## config.mk

```make
export PLATFORM = sky130hd
export DESIGN_NAME = dm_stage_param_flat
export DESIGN_NICKNAME = d
export VERILOG_FILES = /design/src/rtl/dm_pkg.sv /design/src/rtl/dm_stage_param_if.sv /design/src/rtl/dm_bytelane_ram.sv /design/src/rtl/dm_stage_param.sv /design/src/flat_wrapper.sv
export SDC_FILE = /design/constraint.sdc
export NUM_CORES = 2
export LEC_CHECK = 0
export ABC_CLOCK_PERIOD_IN_PS = 7300
export CORE_MARGIN = 2
export CORE_UTILIZATION = 50
export CTS_BUF_LIST = sky130_fd_sc_hd__clkbuf_8
export CTS_CLUSTER_DIAMETER = 30
export DETAILED_ROUTE_END_ITERATION = 16
export GPL_ROUTABILITY_DRIVEN = 0
export PLACE_DENSITY = 0.65
export SLEW_MARGIN = 20
export SYNTH_ARGS = -nofsm -noshare
export SYNTH_HDL_FRONTEND = slang
export SYNTH_HIERARCHICAL = 1
export SYNTH_SLANG_ARGS = --single-unit
```

## constraint.sdc

```tcl
create_clock -name clk -period 7.3 [get_ports clk]
set_clock_uncertainty 0.05 [all_clocks]
set_input_delay 1.095 -clock clk [delete_from_list [all_inputs] [get_ports clk]]
set_output_delay 1.095 -clock clk [all_outputs]
set_load 0.01 [all_outputs]
```

## src/rtl/dm_pkg.sv

```systemverilog
// Shared types and constants for the parametrised data-memory stage.
package dm_pkg;

  typedef enum logic [0:0] {
    ST_IDLE = 1'b0,
    ST_WAIT = 1'b1
  } dm_state_e;

  localparam logic MEM_READ  = 1'b0;
  localparam logic MEM_WRITE = 1'b1;

  function automatic int unsigned lanes(input int unsigned data_w);
    return data_w / 8;
  endfunction

endpackage

```

## src/rtl/dm_stage_param_if.sv

```systemverilog
// Execute-to-memory handshake bundle: operands and controls in, result and stall out.
interface dm_stage_param_if
  import dm_pkg::*;
#(
  parameter int unsigned DATA_W = 16
) ();

  localparam int unsigned Lanes = lanes(DATA_W);

  logic [DATA_W-1:0] ans_ex;
  logic [DATA_W-1:0] DM_data;
  logic              mem_rw_ex;
  logic              mem_en_ex;
  logic              mem_mux_sel_dm;
  logic [Lanes-1:0]  be_ex;
  logic              stall_dm;
  logic              valid_dm;
  logic [DATA_W-1:0] ans_dm;

  modport master (
    output ans_ex, DM_data, mem_rw_ex, mem_en_ex, mem_mux_sel_dm, be_ex,
    input  stall_dm, valid_dm, ans_dm
  );

  modport slave (
    input  ans_ex, DM_data, mem_rw_ex, mem_en_ex, mem_mux_sel_dm, be_ex,
    output stall_dm, valid_dm, ans_dm
  );

endinterface

```

## src/rtl/dm_bytelane_ram.sv

```systemverilog
// Word RAM with synchronous per-byte-lane writes and an asynchronous read port.
module dm_bytelane_ram
  import dm_pkg::*;
#(
  parameter int unsigned DATA_W = 16,
  parameter int unsigned ADDR_W = 8
) (
  input  logic                      clk_i,
  input  logic                      we_i,
  input  logic [lanes(DATA_W)-1:0]  be_i,
  input  logic [ADDR_W-1:0]         addr_i,
  input  logic [DATA_W-1:0]         wdata_i,
  output logic [DATA_W-1:0]         rdata_o
);

  localparam int unsigned Lanes = lanes(DATA_W);
  localparam int unsigned Depth = 2 ** ADDR_W;

  logic [DATA_W-1:0] mem_q [Depth];

  always_ff @(posedge clk_i) begin
    if (we_i) begin
      for (int i = 0; i < Lanes; i++) begin
        if (be_i[i]) begin
          mem_q[addr_i][8*i +: 8] <= wdata_i[8*i +: 8];
        end
      end
    end
  end

  assign rdata_o = mem_q[addr_i];

endmodule

```

## src/rtl/dm_stage_param.sv

```systemverilog
// Data-memory pipeline stage: latches one memory op, waits WAIT_CYC cycles, then
// performs the RAM access and registers the result with a one-cycle valid pulse.
module dm_stage_param
  import dm_pkg::*;
#(
  parameter int unsigned DATA_W   = 16,
  parameter int unsigned ADDR_W   = 8,
  parameter int unsigned WAIT_CYC = 1
) (
  input  logic               clk,
  input  logic               reset,
  dm_stage_param_if.slave    bus
);

  localparam int unsigned Lanes   = lanes(DATA_W);
  localparam bit          HasWait = (WAIT_CYC > 0);
  localparam logic [2:0]  LastCnt = HasWait ? 3'(WAIT_CYC - 1) : 3'd0;

  dm_state_e         state_q, state_d;
  logic [2:0]        cnt_q, cnt_d;
  logic [ADDR_W-1:0] addr_q, addr_d;
  logic [DATA_W-1:0] ans_ex_q, ans_ex_d;
  logic [DATA_W-1:0] data_q, data_d;
  logic              rw_q, rw_d;
  logic              sel_q, sel_d;
  logic [Lanes-1:0]  be_q, be_d;
  logic [DATA_W-1:0] ans_dm_q, ans_dm_d;
  logic              valid_q, valid_d;

  logic              accept, mem_done, ram_we;
  logic [ADDR_W-1:0] op_addr;
  logic [DATA_W-1:0] op_ans, op_data, ram_rdata;
  logic              op_rw, op_sel;
  logic [Lanes-1:0]  op_be;

  assign accept = (state_q == ST_IDLE) && bus.mem_en_ex;

  always_ff @(posedge clk) begin
    if (reset) begin
      state_q  <= ST_IDLE;
      cnt_q    <= 3'd0;
      ans_dm_q <= '0;
      valid_q  <= 1'b0;
    end else begin
      state_q  <= state_d;
      cnt_q    <= cnt_d;
      ans_dm_q <= ans_dm_d;
      valid_q  <= valid_d;
    end
  end

  // Operand copies need no reset: they are only consumed after an accept.
  always_ff @(posedge clk) begin
    addr_q   <= addr_d;
    ans_ex_q <= ans_ex_d;
    data_q   <= data_d;
    rw_q     <= rw_d;
    sel_q    <= sel_d;
    be_q     <= be_d;
  end

  always_comb begin
    state_d = state_q;
    cnt_d   = cnt_q;
    unique case (state_q)
      ST_IDLE: begin
        if (accept && HasWait) begin
          state_d = ST_WAIT;
          cnt_d   = 3'd0;
        end
      end
      ST_WAIT: begin
        if (cnt_q == LastCnt) begin
          state_d = ST_IDLE;
          cnt_d   = 3'd0;
        end else begin
          cnt_d = cnt_q + 3'd1;
        end
      end
      default: begin
        state_d = ST_IDLE;
        cnt_d   = 3'd0;
      end
    endcase
  end

  always_comb begin
    addr_d   = accept ? bus.ans_ex[ADDR_W-1:0] : addr_q;
    ans_ex_d = accept ? bus.ans_ex         : ans_ex_q;
    data_d   = accept ? bus.DM_data        : data_q;
    rw_d     = accept ? bus.mem_rw_ex      : rw_q;
    sel_d    = accept ? bus.mem_mux_sel_dm : sel_q;
    be_d     = accept ? bus.be_ex          : be_q;

    // With no wait states the access completes on the accepting edge using live inputs.
    op_addr  = HasWait ? addr_q   : bus.ans_ex[ADDR_W-1:0];
    op_ans   = HasWait ? ans_ex_q : bus.ans_ex;
    op_data  = HasWait ? data_q   : bus.DM_data;
    op_rw    = HasWait ? rw_q     : bus.mem_rw_ex;
    op_sel   = HasWait ? sel_q    : bus.mem_mux_sel_dm;
    op_be    = HasWait ? be_q     : bus.be_ex;
    mem_done = HasWait ? ((state_q == ST_WAIT) && (cnt_q == LastCnt)) : accept;
    ram_we   = mem_done && (op_rw == MEM_WRITE) && !reset;
  end

  always_comb begin
    ans_dm_d = ans_dm_q;
    valid_d  = 1'b0;
    if (mem_done) begin
      valid_d  = 1'b1;
      ans_dm_d = ((op_rw == MEM_READ) && op_sel) ? ram_rdata : op_ans;
    end else if ((state_q == ST_IDLE) && !bus.mem_en_ex) begin
      valid_d  = 1'b1;
      ans_dm_d = bus.ans_ex;
    end
  end

  assign bus.stall_dm = (HasWait && accept) || ((state_q == ST_WAIT) && (cnt_q != LastCnt));
  assign bus.valid_dm = valid_q;
  assign bus.ans_dm   = ans_dm_q;

  dm_bytelane_ram #(
    .DATA_W (DATA_W),
    .ADDR_W (ADDR_W)
  ) u_ram (
    .clk_i   (clk),
    .we_i    (ram_we),
    .be_i    (op_be),
    .addr_i  (op_addr),
    .wdata_i (op_data),
    .rdata_o (ram_rdata)
  );

endmodule
```

## src/flat_wrapper.sv

```systemverilog
// flat-port wrapper written by rule: the top's interface ports become plain ports
module dm_stage_param_flat import dm_pkg::*;
#(
  parameter int unsigned DATA_W   = 16,
  parameter int unsigned ADDR_W   = 8,
  parameter int unsigned WAIT_CYC = 1
)
  (clk, reset, bus_ans_ex, bus_DM_data, bus_mem_rw_ex, bus_mem_en_ex, bus_mem_mux_sel_dm, bus_be_ex, bus_stall_dm, bus_valid_dm, bus_ans_dm);
  dm_stage_param_if #(.DATA_W(DATA_W)) bus_i ();
  input  logic clk;
  input  logic reset;
  input wire logic [$bits(bus_i.ans_ex)-1:0] bus_ans_ex;
  input wire logic [$bits(bus_i.DM_data)-1:0] bus_DM_data;
  input wire logic [$bits(bus_i.mem_rw_ex)-1:0] bus_mem_rw_ex;
  input wire logic [$bits(bus_i.mem_en_ex)-1:0] bus_mem_en_ex;
  input wire logic [$bits(bus_i.mem_mux_sel_dm)-1:0] bus_mem_mux_sel_dm;
  input wire logic [$bits(bus_i.be_ex)-1:0] bus_be_ex;
  output wire logic [$bits(bus_i.stall_dm)-1:0] bus_stall_dm;
  output wire logic [$bits(bus_i.valid_dm)-1:0] bus_valid_dm;
  output wire logic [$bits(bus_i.ans_dm)-1:0] bus_ans_dm;
  assign bus_i.ans_ex = bus_ans_ex;
  assign bus_i.DM_data = bus_DM_data;
  assign bus_i.mem_rw_ex = bus_mem_rw_ex;
  assign bus_i.mem_en_ex = bus_mem_en_ex;
  assign bus_i.mem_mux_sel_dm = bus_mem_mux_sel_dm;
  assign bus_i.be_ex = bus_be_ex;
  assign bus_stall_dm = bus_i.stall_dm;
  assign bus_valid_dm = bus_i.valid_dm;
  assign bus_ans_dm = bus_i.ans_dm;
  dm_stage_param #(.DATA_W(DATA_W), .ADDR_W(ADDR_W), .WAIT_CYC(WAIT_CYC)) u_core (.clk(clk), .reset(reset), .bus(bus_i));
endmodule
```

==> flow_summary.yaml <==
floorplan:
  coreArea_um2: 315000
  std_cell_rows: 206
  initial_utilization: 0.503
  dieHeight_um: 567
  pin_count: 57
  fp.dieW_um: 567
  die-area_um2: 322000
sta:
  final_max_slew_viol_count: 0
  worst_pin_slew_ps: 1350
  clock.fmax_mhz: 169
  setup_viol: 0
  holdWs_ps: 417
  timing.final.crit_share: 0.811
  final.setup.tns_ps: 0
  fin_crit_ps: 5920
  relSlewSlack: 0.0985
  finalHoldViolations: 0
  rsz0062_at_grt: "false"
route:
  vias: 77700
  drt-vias-per-instance: 6.25
  drc: 0
  dr.pass1.iters: 8
  routed_wirelength_mm: 386
  routedWlPerCell_um: 31.0
  drtAntennaViolNets: 0
  initialDrtViolationCount: 9949
logic_synthesis:
  avgSynthCellArea_um2: 22.1
  yosysWarnings: 6
  synth_area_um2: 159000
  synth_common_cells: "edfxtp_1 (4132), mux4_2 (1024), nor2_1 (535), a22oi_1 (512), clkbuf_1 (276)"
  seq_area_frac_synth: 0.785
  synth_top_area_frac: 0.782
  synth_seq_cells: 4153
  synthTopCellsByArea: "edfxtp_1 (78%), mux4_2 (15%), a22oi_1 (2.4%), nor2_1 (1.3%), a21oi_1 (0.81%)"
  synth_edf_count: 4132
  synth-main-ff-cell: "edfxtp_1"
  syn_nets: 7235
  synth_most_common_cell: "edfxtp_1"
  ys_types: 33
  netlist.top_cell.by_area: "edfxtp_1"
  syn_inst: 7194
  async_flop_share: 0
cts:
  cts_max_path_buffers: 4
  post_cts_resized: 0
  clk_latency_ps: 1080
  cts_buffers: 696
  clock_sinks: 4153
  cts_tree: "yes"
  postCtsSetupRepairBufs: 0
  path_clk_slew_ps: 60
  cts-hold-fix-buffers: 0
  htreeDepth: 6
  cts.root.buffer_cell: "clkbuf_8"
placement:
  port_buffers: 56
  place_area_um2: 165000
  place_hpwl_mm: 220
pwr:
  p_total_mw: 50.1
  p_per_area_nw_per_um2: 280
  p_leak_nw: 55.1
  worst_ir_drop_vdd_mv: 0.211
setup_path:
  setup.worst_path.start_class: "register"
  critical_path_class: "reg -> reg"
  cp_top_family: "compound AO/OA/AOI/OAI gates"
  cp-end-kind: "register"
  r2r-start: "u_core/addr_q[0]"
  critPathMaxFanout: 72
  startpoint: "u_core/addr_q[0]"
  worstPathCellList: "buf_12, buf_12, buf_4, mux4_2, a22oi_1, a21oi_1, o41ai_1, buf_4, nand4_1, and3b_1, a211oi_1, o32ai_1"
  arrival_ps: 6760
  slowest_stage: "o41ai_1"
  cp.required_ps: 8130
  slowest_delay_ps: 1000
  critPathBufInv: 4
layout:
  fillers: 22700
  multi_input_area_um2: 32200
  syn_to_final_growth_pct: 12.9
  drive_above_1_share: 0.276
  final_nets: 7723
  regArea_um2: 124000
  fin_area_um2: 179000
grt:
  grt_pass1_wl_mm: 555
  grt_max_degree: 221
  grt_pass1_vias: 79400
  overflow: 0
  grt_usage: 0.237
  antenna_found_initial: 14
hold_path:
  min_from: "u_core/bus.ans_dm[2]"
  hp-class: "reg -> reg"
job:
  maxCapViolations: 0
run_status:
  status: "finished clean"
==> logic make-up after synthesis <==
family,share of synthesized area
mux,0.145
fa+ha+maj,0.000158
buf+inv,0.0143
simple gates,0.0172
compound gates,0.0382
flops,0.785
==> report_power, final <==
group          total, mW  switching (mW)  leakage (nW)  internal [mW]
logic               2.54            1.67          10.1          0.873
registers           26.4          0.0314          37.3           26.3
clock network       21.2            9.44          7.77           11.7
==> flip-flops by register name, summed over array words and instances (netlist names) <==
signal               count
u_core/addr_q            7
u_core/ans_ex_q          9
u_core/be_q              2
u_core/bus.ans_dm       16
u_core/bus.valid_dm      1
u_core/cnt_q             3
u_core/data_q           16
u_core/op_rw             1
u_core/op_sel            1
u_core/state_q           1
u_core/u_ram/mem_q    4096
==> path summary, 6_finish.rpt <==
| kind | to | slack [ps] | cells after the start |
|---|---|---|---|
| setup / recovery | u_core/bus.ans_dm[12] | 1380 | 12 |
| hold / removal | u_core/bus.ans_dm[2] | 420 | 2 |
| setup reg to reg | u_core/bus.ans_dm[12] | 1380 | 12 |
| hold reg to reg | u_core/bus.ans_dm[2] | 420 | 2 |
==> per-layer routing <==
layer | share of wire | GRT usage
met5 | 0.00017 | 0
met4 | 0.033 | 0.0834
met3 | 0.088 | 0.0483
met2 | 0.49 | 0.381
met1 | 0.39 | 0.326
==> cell type report <==
| cell class | count | share of cell area |
|---|---|---|
| sequential | 4153 | 0.695 |
| multi-input combinational | 2554 | 0.180 |
| clock buffer | 709 | 0.0545 |
| tap | 4160 | 0.0291 |
| clock inverter | 558 | 0.0257 |
| timing repair buffer | 257 | 0.0151 |
| inverter | 20 | 0.000419 |
| antenna | 13 | 0.000182 |
==> stage by stage <==
step	instances	utilization	setup WS [ps]
after detailed placement	11100	0.522	1450
final	12400	0.568	1380
after CTS	12400	0.568	1440
after global placement	11100	0.522	1330
after floorplan	7194	-	3200
after global routing	12400	0.568	1340
==> worst min-delay path: cells and delay by family (launching register included) <==
family	cells	cell delay, ps
buf+inv	1	50
compound gates	1	50
flops	1	310
==> layout by cell type, fill, tap and decap left out, types with 4 or more instances in the layout <==
master,instances
o41ai_2,25
clkinv_2,98
clkbuf_8,709
nor2_1,529
bufinv_16,72
inv_8,7
a211oi_1,16
clkinv_8,4
nand4_1,24
mux4_2,1024
o41ai_1,39
clkdlybuf4s50_1,56
edfxtp_1,4132
inv_6,23
buf_4,151
a22oi_1,512
clkinvlp_4,46
and3b_1,17
diode_2,13
clkinv_1,142
a21oi_1,258
dfxtp_1,21
nand3_1,17
nand2_2,12
buf_12,46
clkinv_4,14
nand3_2,14
o32ai_1,16
inv_1,170
nor2b_4,6
nand2_1,13
No activity file was read; power rests on OpenSTA's default activity.
